$ cat config.mk
export PLATFORM = sky130hd
export DESIGN_NAME = id_ex_operand_stage_flat
export DESIGN_NICKNAME = d
export VERILOG_FILES = /design/src/rtl/id_ex_operand_stage_if.sv /design/src/rtl/id_ex_operand_stage.sv /design/src/flat_wrapper.sv
export SDC_FILE = /design/constraint.sdc
export NUM_CORES = 1
export LEC_CHECK = 0
export CAP_MARGIN = 40
export CORE_ASPECT_RATIO = 1.75
export CORE_UTILIZATION = 25
export DETAILED_ROUTE_END_ITERATION = 10
export SLEW_MARGIN = 5
export SYNTH_ARGS = -nofsm -noshare
export SYNTH_HDL_FRONTEND = slang
export SYNTH_SLANG_ARGS = --single-unit
export TNS_END_PERCENT = 20
$ cat constraint.sdc
create_clock -name CLK -period 4 [get_ports CLK]
set_clock_uncertainty 0.2 [all_clocks]
set_input_delay 0.8 -clock CLK [delete_from_list [all_inputs] [get_ports CLK]]
set_output_delay 0.8 -clock CLK [all_outputs]
set_load 0.005 [all_outputs]
$ cat src/rtl/id_ex_operand_stage_if.sv
// Bundle between the decode/register-file side and the ID/EX operand stage.
// Hold semantics: when HZPCld/IFID_LD are 0 the upstream stages keep the
// current ID instruction and its selectors stable for one more cycle; the
// stage itself never back-pressures on any other signal.
interface id_ex_operand_stage_if #(
    parameter int CW   = 8,
    parameter int CNTW = 16
);
    // Register-file read side and ID-stage decode
    logic [31:0]     PA, PB, PD;
    logic [3:0]      SA, SB, SD;
    logic            USE_A, USE_B, USE_D;
    logic [CW-1:0]   ID_CTRL;
    logic [3:0]      ID_RD;
    logic            ID_RFLD;
    logic            ID_MEMRD;

    // Forwarding sources from later stages
    logic [31:0]     EX_RESULT;
    logic [3:0]      MEM_RD;
    logic            MEM_RFLD;
    logic [31:0]     MEM_RESULT;
    logic [3:0]      WB_RD;
    logic            WB_RFLD;
    logic [31:0]     WB_RESULT;
    logic            FLUSH;

    // Registered EX-stage view and upstream hold controls
    logic [31:0]     EX_A, EX_B, EX_D;
    logic [CW-1:0]   EX_CTRL;
    logic [3:0]      EX_RD;
    logic            EX_RFLD;
    logic            EX_MEMRD;
    logic            HZPCld;
    logic            IFID_LD;
    logic [CNTW-1:0] STALL_CNT;

    // Decode/pipeline environment side
    modport master (
        output PA, PB, PD, SA, SB, SD, USE_A, USE_B, USE_D,
        output ID_CTRL, ID_RD, ID_RFLD, ID_MEMRD,
        output EX_RESULT, MEM_RD, MEM_RFLD, MEM_RESULT,
        output WB_RD, WB_RFLD, WB_RESULT, FLUSH,
        input  EX_A, EX_B, EX_D, EX_CTRL, EX_RD, EX_RFLD, EX_MEMRD,
        input  HZPCld, IFID_LD, STALL_CNT
    );

    // Operand stage side
    modport slave (
        input  PA, PB, PD, SA, SB, SD, USE_A, USE_B, USE_D,
        input  ID_CTRL, ID_RD, ID_RFLD, ID_MEMRD,
        input  EX_RESULT, MEM_RD, MEM_RFLD, MEM_RESULT,
        input  WB_RD, WB_RFLD, WB_RESULT, FLUSH,
        output EX_A, EX_B, EX_D, EX_CTRL, EX_RD, EX_RFLD, EX_MEMRD,
        output HZPCld, IFID_LD, STALL_CNT
    );
endinterface

$ cat src/rtl/id_ex_operand_stage.sv
// ID/EX operand stage: forwards EX/MEM/WB results into the register-file
// operands, inserts a single bubble on a load-use dependency, and counts
// the stall cycles with a saturating counter.
module id_ex_operand_stage #(
    parameter int CW   = 8,
    parameter int CNTW = 16
) (
    input logic                 CLK,
    input logic                 RST,
    id_ex_operand_stage_if.slave bus
);

    localparam logic [3:0] PC_REG = 4'hF;

    // EX-stage pipeline registers
    logic [31:0]     ex_a_q, ex_b_q, ex_d_q;
    logic [CW-1:0]   ex_ctrl_q;
    logic [3:0]      ex_rd_q;
    logic            ex_rfld_q;
    logic            ex_memrd_q;
    logic [CNTW-1:0] stall_cnt_q;

    // Next-state values
    logic [31:0]     ex_a_d, ex_b_d, ex_d_d;
    logic [CW-1:0]   ex_ctrl_d;
    logic [3:0]      ex_rd_d;
    logic            ex_rfld_d;
    logic            ex_memrd_d;
    logic [CNTW-1:0] stall_cnt_d;

    logic            haz;
    logic            ex_fwd_ok;

    // Priority forward mux for one operand: EX > MEM > WB > register file.
    // R15 reads the PC value from the register file and is never bypassed.
    function automatic logic [31:0] fwd_sel(
        input logic [3:0]  sel,
        input logic [31:0] rf,
        input logic        ex_ok,
        input logic [3:0]  ex_rd,
        input logic [31:0] ex_res,
        input logic        mem_ld,
        input logic [3:0]  mem_rd,
        input logic [31:0] mem_res,
        input logic        wb_ld,
        input logic [3:0]  wb_rd,
        input logic [31:0] wb_res
    );
        logic [31:0] r;
        r = rf;
        if (sel != PC_REG) begin
            if (ex_ok && ex_rd == sel)
                r = ex_res;
            else if (mem_ld && mem_rd == sel)
                r = mem_res;
            else if (wb_ld && wb_rd == sel)
                r = wb_res;
        end
        return r;
    endfunction

    // Load-use detection and upstream hold controls
    always_comb begin
        // A load in EX has no data yet, so it may not feed the EX bypass.
        ex_fwd_ok = ex_rfld_q & ~ex_memrd_q;
        haz = ex_rfld_q & ex_memrd_q & ~bus.FLUSH &
              ((bus.USE_A & (bus.SA == ex_rd_q) & (bus.SA != PC_REG)) |
               (bus.USE_B & (bus.SB == ex_rd_q) & (bus.SB != PC_REG)) |
               (bus.USE_D & (bus.SD == ex_rd_q) & (bus.SD != PC_REG)));
    end

    // Next-state: forwarded operands, bubble on flush/hazard, counter update
    always_comb begin
        ex_a_d = fwd_sel(bus.SA, bus.PA, ex_fwd_ok, ex_rd_q, bus.EX_RESULT,
                         bus.MEM_RFLD, bus.MEM_RD, bus.MEM_RESULT,
                         bus.WB_RFLD, bus.WB_RD, bus.WB_RESULT);
        ex_b_d = fwd_sel(bus.SB, bus.PB, ex_fwd_ok, ex_rd_q, bus.EX_RESULT,
                         bus.MEM_RFLD, bus.MEM_RD, bus.MEM_RESULT,
                         bus.WB_RFLD, bus.WB_RD, bus.WB_RESULT);
        ex_d_d = fwd_sel(bus.SD, bus.PD, ex_fwd_ok, ex_rd_q, bus.EX_RESULT,
                         bus.MEM_RFLD, bus.MEM_RD, bus.MEM_RESULT,
                         bus.WB_RFLD, bus.WB_RD, bus.WB_RESULT);
        ex_ctrl_d   = '0;
        ex_rd_d     = '0;
        ex_rfld_d   = 1'b0;
        ex_memrd_d  = 1'b0;
        stall_cnt_d = stall_cnt_q;
        // Flush and hazard both load a bubble; only the hazard stalls.
        if (!bus.FLUSH && !haz) begin
            ex_ctrl_d  = bus.ID_CTRL;
            ex_rd_d    = bus.ID_RD;
            ex_rfld_d  = bus.ID_RFLD;
            ex_memrd_d = bus.ID_MEMRD;
        end
        if (haz && (stall_cnt_q != {CNTW{1'b1}}))
            stall_cnt_d = stall_cnt_q + 1'b1;
    end

    // Pipeline register and stall counter update
    always_ff @(posedge CLK or posedge RST) begin
        if (RST) begin
            ex_a_q      <= '0;
            ex_b_q      <= '0;
            ex_d_q      <= '0;
            ex_ctrl_q   <= '0;
            ex_rd_q     <= '0;
            ex_rfld_q   <= 1'b0;
            ex_memrd_q  <= 1'b0;
            stall_cnt_q <= '0;
        end else begin
            ex_a_q      <= ex_a_d;
            ex_b_q      <= ex_b_d;
            ex_d_q      <= ex_d_d;
            ex_ctrl_q   <= ex_ctrl_d;
            ex_rd_q     <= ex_rd_d;
            ex_rfld_q   <= ex_rfld_d;
            ex_memrd_q  <= ex_memrd_d;
            stall_cnt_q <= stall_cnt_d;
        end
    end

    assign bus.EX_A      = ex_a_q;
    assign bus.EX_B      = ex_b_q;
    assign bus.EX_D      = ex_d_q;
    assign bus.EX_CTRL   = ex_ctrl_q;
    assign bus.EX_RD     = ex_rd_q;
    assign bus.EX_RFLD   = ex_rfld_q;
    assign bus.EX_MEMRD  = ex_memrd_q;
    assign bus.HZPCld    = ~haz;
    assign bus.IFID_LD   = ~haz;
    assign bus.STALL_CNT = stall_cnt_q;

endmodule
$ cat src/flat_wrapper.sv
// flat-port wrapper written by rule: the top's interface ports become plain ports
module id_ex_operand_stage_flat 
#(
    parameter int CW   = 8,
    parameter int CNTW = 16
)
  (CLK, RST, bus_PA, bus_PB, bus_PD, bus_SA, bus_SB, bus_SD, bus_USE_A, bus_USE_B, bus_USE_D, bus_ID_CTRL, bus_ID_RD, bus_ID_RFLD, bus_ID_MEMRD, bus_EX_RESULT, bus_MEM_RD, bus_MEM_RFLD, bus_MEM_RESULT, bus_WB_RD, bus_WB_RFLD, bus_WB_RESULT, bus_FLUSH, bus_EX_A, bus_EX_B, bus_EX_D, bus_EX_CTRL, bus_EX_RD, bus_EX_RFLD, bus_EX_MEMRD, bus_HZPCld, bus_IFID_LD, bus_STALL_CNT);
  id_ex_operand_stage_if #(.CW(CW), .CNTW(CNTW)) bus_i ();
  input logic CLK;
  input logic RST;
  input wire logic [$bits(bus_i.PA)-1:0] bus_PA;
  input wire logic [$bits(bus_i.PB)-1:0] bus_PB;
  input wire logic [$bits(bus_i.PD)-1:0] bus_PD;
  input wire logic [$bits(bus_i.SA)-1:0] bus_SA;
  input wire logic [$bits(bus_i.SB)-1:0] bus_SB;
  input wire logic [$bits(bus_i.SD)-1:0] bus_SD;
  input wire logic [$bits(bus_i.USE_A)-1:0] bus_USE_A;
  input wire logic [$bits(bus_i.USE_B)-1:0] bus_USE_B;
  input wire logic [$bits(bus_i.USE_D)-1:0] bus_USE_D;
  input wire logic [$bits(bus_i.ID_CTRL)-1:0] bus_ID_CTRL;
  input wire logic [$bits(bus_i.ID_RD)-1:0] bus_ID_RD;
  input wire logic [$bits(bus_i.ID_RFLD)-1:0] bus_ID_RFLD;
  input wire logic [$bits(bus_i.ID_MEMRD)-1:0] bus_ID_MEMRD;
  input wire logic [$bits(bus_i.EX_RESULT)-1:0] bus_EX_RESULT;
  input wire logic [$bits(bus_i.MEM_RD)-1:0] bus_MEM_RD;
  input wire logic [$bits(bus_i.MEM_RFLD)-1:0] bus_MEM_RFLD;
  input wire logic [$bits(bus_i.MEM_RESULT)-1:0] bus_MEM_RESULT;
  input wire logic [$bits(bus_i.WB_RD)-1:0] bus_WB_RD;
  input wire logic [$bits(bus_i.WB_RFLD)-1:0] bus_WB_RFLD;
  input wire logic [$bits(bus_i.WB_RESULT)-1:0] bus_WB_RESULT;
  input wire logic [$bits(bus_i.FLUSH)-1:0] bus_FLUSH;
  output wire logic [$bits(bus_i.EX_A)-1:0] bus_EX_A;
  output wire logic [$bits(bus_i.EX_B)-1:0] bus_EX_B;
  output wire logic [$bits(bus_i.EX_D)-1:0] bus_EX_D;
  output wire logic [$bits(bus_i.EX_CTRL)-1:0] bus_EX_CTRL;
  output wire logic [$bits(bus_i.EX_RD)-1:0] bus_EX_RD;
  output wire logic [$bits(bus_i.EX_RFLD)-1:0] bus_EX_RFLD;
  output wire logic [$bits(bus_i.EX_MEMRD)-1:0] bus_EX_MEMRD;
  output wire logic [$bits(bus_i.HZPCld)-1:0] bus_HZPCld;
  output wire logic [$bits(bus_i.IFID_LD)-1:0] bus_IFID_LD;
  output wire logic [$bits(bus_i.STALL_CNT)-1:0] bus_STALL_CNT;
  assign bus_i.PA = bus_PA;
  assign bus_i.PB = bus_PB;
  assign bus_i.PD = bus_PD;
  assign bus_i.SA = bus_SA;
  assign bus_i.SB = bus_SB;
  assign bus_i.SD = bus_SD;
  assign bus_i.USE_A = bus_USE_A;
  assign bus_i.USE_B = bus_USE_B;
  assign bus_i.USE_D = bus_USE_D;
  assign bus_i.ID_CTRL = bus_ID_CTRL;
  assign bus_i.ID_RD = bus_ID_RD;
  assign bus_i.ID_RFLD = bus_ID_RFLD;
  assign bus_i.ID_MEMRD = bus_ID_MEMRD;
  assign bus_i.EX_RESULT = bus_EX_RESULT;
  assign bus_i.MEM_RD = bus_MEM_RD;
  assign bus_i.MEM_RFLD = bus_MEM_RFLD;
  assign bus_i.MEM_RESULT = bus_MEM_RESULT;
  assign bus_i.WB_RD = bus_WB_RD;
  assign bus_i.WB_RFLD = bus_WB_RFLD;
  assign bus_i.WB_RESULT = bus_WB_RESULT;
  assign bus_i.FLUSH = bus_FLUSH;
  assign bus_EX_A = bus_i.EX_A;
  assign bus_EX_B = bus_i.EX_B;
  assign bus_EX_D = bus_i.EX_D;
  assign bus_EX_CTRL = bus_i.EX_CTRL;
  assign bus_EX_RD = bus_i.EX_RD;
  assign bus_EX_RFLD = bus_i.EX_RFLD;
  assign bus_EX_MEMRD = bus_i.EX_MEMRD;
  assign bus_HZPCld = bus_i.HZPCld;
  assign bus_IFID_LD = bus_i.IFID_LD;
  assign bus_STALL_CNT = bus_i.STALL_CNT;
  id_ex_operand_stage #(.CW(CW), .CNTW(CNTW)) u_core (.CLK(CLK), .RST(RST), .bus(bus_i));
endmodule
==> results.toml <==
[clock_network]
clk_latency_ns = 0.44
cts_setup_buffers = 0
cts_tree = "yes"
cts.sinks = 126
cts_root_buf = "clkbuf_16"
postCtsHoldBufs = 0
cts_buffer_depth = 2
clkTransAtPathRegs_ns = 0.06
post_cts_resized = 0
h-tree-depth = 4
cts_made_buffers = 17

[yosys]
ys_seq_area_share_pct = 40.72
ys_warn_count = 0
yosys-top-cells-area = "dfrtp_1 41%, a32oi_1 11%, nand2_1 6.5%"
synth_most_common_cell = "nand2_1"
ys_types = 34
synth_common_cells = "135 x nand2_1, 126 x dfrtp_1, 96 x a32oi_1, 93 x o21ai_0, 70 x and3_1"
yosys.area.top_type = "dfrtp_1"
ys_async_sr_fraction_pct = 100.0
synth_nets = 1092
synth_top_area_share_pct = 40.72
synthFlopType = "dfrtp_1"
syn_inst = 857
syn_area_per_cell_sq_um = 9.034
synth-edff-count = 0
syn_area_sq_um = 7742
ys_seq_elements = 126

[sta]
final.setup.worst_slack_ns = 0.2399
max_freq_mhz = 266.0
relSlewSlack_pct = 42.85
period_minus_slack_ns = 3.760
finalMaxSlewViolations = 0
setup_tns_ns = 0
hold_ws_ns = 0.3095
final_hold_viol_count = 0
period_share_pct = 94.00
rsz0062_at_grt = "false"
worst_pin_slew_ns = 0.8553
setup_viol = 0

[placed_design]
dp.cells = 1563
io_buffers = 361
hpwl_mm = 27.72
placed_area_sq_um = 11920
place_congestion = 0.8374
dp_slack_ns = 0.2513

[worst_setup_path]
r2r_slack_ns = 1.53
critPathKind = "in2out"
critPathRequiredTime_ns = 3.00
critPathMaxFanout = 4
reg2reg_from = "u_core.bus.EX_RD[3]"
worst_setup_path_end_kind = "output port"
rr_endpoint = "u_core.bus.EX_A[21]"
start_kind = "input pin"
cp.arrival_ns = 2.76
reg2reg_depth = 7

[drt]
wl_mm = 38.92
ant_nets = 0
routed-via-count = 8727
drt_pass1_iterations = 7
drc = 0
post_drt_wl_per_cell_microns = 24.36
drtIter0Drc = 476
viasPerCell = 5.461

[global_routing]
grt_usage_pct = 25.00
overflow = 0
grt_max_degree = 75
grt_pass1_wl_mm = 57.70
grt_antenna_before_repair = 4
grt_pass1_vias = 9030

[finish]
utilization_pct = 41.34
fillers = 2977
postLayoutCellArea_sq_um = 12510
drive_above_1_share_pct = 10.68
area_growth_pct = 61.62
final_nets = 1430
final_cells = 1598

[worst_hold_path]
min_to = "u_core.bus.STALL_CNT[12]"
min_from = "u_core.bus.STALL_CNT[12]"
hold_path.class = "reg2reg"
whs_path_depth = 1

[floorplanning]
coreArea_sq_um = 30270
start_util_pct = 25.58
die_area_sq_um = 31710
fp-row-count = 84
die_h_microns = 234.8
die_w_microns = 135.0
io_pins = 362

[status]
status = "finished clean"

[power_and_ir_drop]
power.density_nw_per_um2 = 321.5
p_total_mw = 4.023
vdd_ir_drop_max_v = 0.0003063
leakage_nw = 5.096

[flow_run]
cap_viol_max_count = 0
==> registers in the layout, summed over array words and instances, names as in the netlist <==
| register | cells |
|---|---|
| u_core.bus.EX_A | 32 |
| u_core.bus.EX_B | 32 |
| u_core.bus.EX_D | 32 |
| u_core.bus.STALL_CNT | 16 |
| u_core.bus.EX_CTRL | 8 |
| u_core.bus.EX_RD | 4 |
| u_core.bus.EX_MEMRD | 1 |
| u_core.bus.EX_RFLD | 1 |
==> metal layers <==
metal / global-route usage, % / part of all wire [%]
met5: 0 / 0.033
met4: 14.44 / 4.4
met3: 4.380 / 6.0
met2: 45.83 / 54
met1: 26.21 / 35
==> report_power, final <==
part	switching [mW]	internal, mW	total, mW
Clock	0.672	0.925	1.60
Sequential	0.0515	1.39	1.44
Combinational	0.431	0.556	0.987
Total	1.15	2.87	4.02
==> worst max-delay path, stage by stage <==
cell	delay, ns
clkdlybuf4s50_1	0.60
and4_2	0.29
nor3_2	0.05
or3_4	0.43
inv_1	0.09
clkdlybuf4s50_1	0.50
==> kinds of logic (layout without fill, tap and decap cells) <==
kind of cell             Yosys count  count (layout)  synth area share, %
AO/OA/AOI/OAI                    258             258                21.46
XOR/XNOR                          50              50                5.656
adder cells (fa/ha/maj)            1               1               0.1616
AND/OR/NAND/NOR                  275             275                17.97
buffers and inverters             81             432                4.945
multiplexers                      66              66                9.082
other                              0               3                    0
flip-flops                       126             126                40.72
==> worst max-delay path by stage <==
stage / from / endpoint / slack [ns] / depth (start not counted)
floorplan: bus_SB[3] / bus_IFID_LD / 1.24 / 6
global placement: bus_SB[1] / bus_HZPCld / 0.27 / 6
detailed placement: bus_SB[1] / bus_HZPCld / 0.25 / 6
CTS: bus_SD[1] / bus_HZPCld / 0.25 / 6
global route: bus_SA[2] / bus_HZPCld / 0.18 / 7
finish: bus_SB[1] / bus_HZPCld / 0.24 / 6
==> final cells by class <==
cell class	instances	area (sq um)	area share, %
clock buffers	17	425.4	3.400
flip-flops and latches	126	3153	25.20
diodes	3	7.507	0.05999
inverters	5	22.52	0.1800
clock inverters	15	162.7	1.300
repair buffers	395	3964	31.68
multi-input cells	650	4294	34.32
well taps	387	484.2	3.870
==> cells in the final DEF, fill, tap and decap left out, drive strengths merged, types with 3 or more instances in the layout <==
master / instances
dfrtp: 126
a32oi: 96
clkbuf: 17
mux2: 34
nand4: 5
nor3: 15
inv: 8
nand2: 135
buf: 34
clkinvlp: 4
clkdlybuf4s50: 361
and2: 14
diode: 3
and3: 70
and4: 3
nand3: 12
o21ai: 160
mux2i: 32
xor2: 29
nor2: 13
xnor2: 21
clkinv: 6
Note: power is estimated with default switching activity, not from simulation.
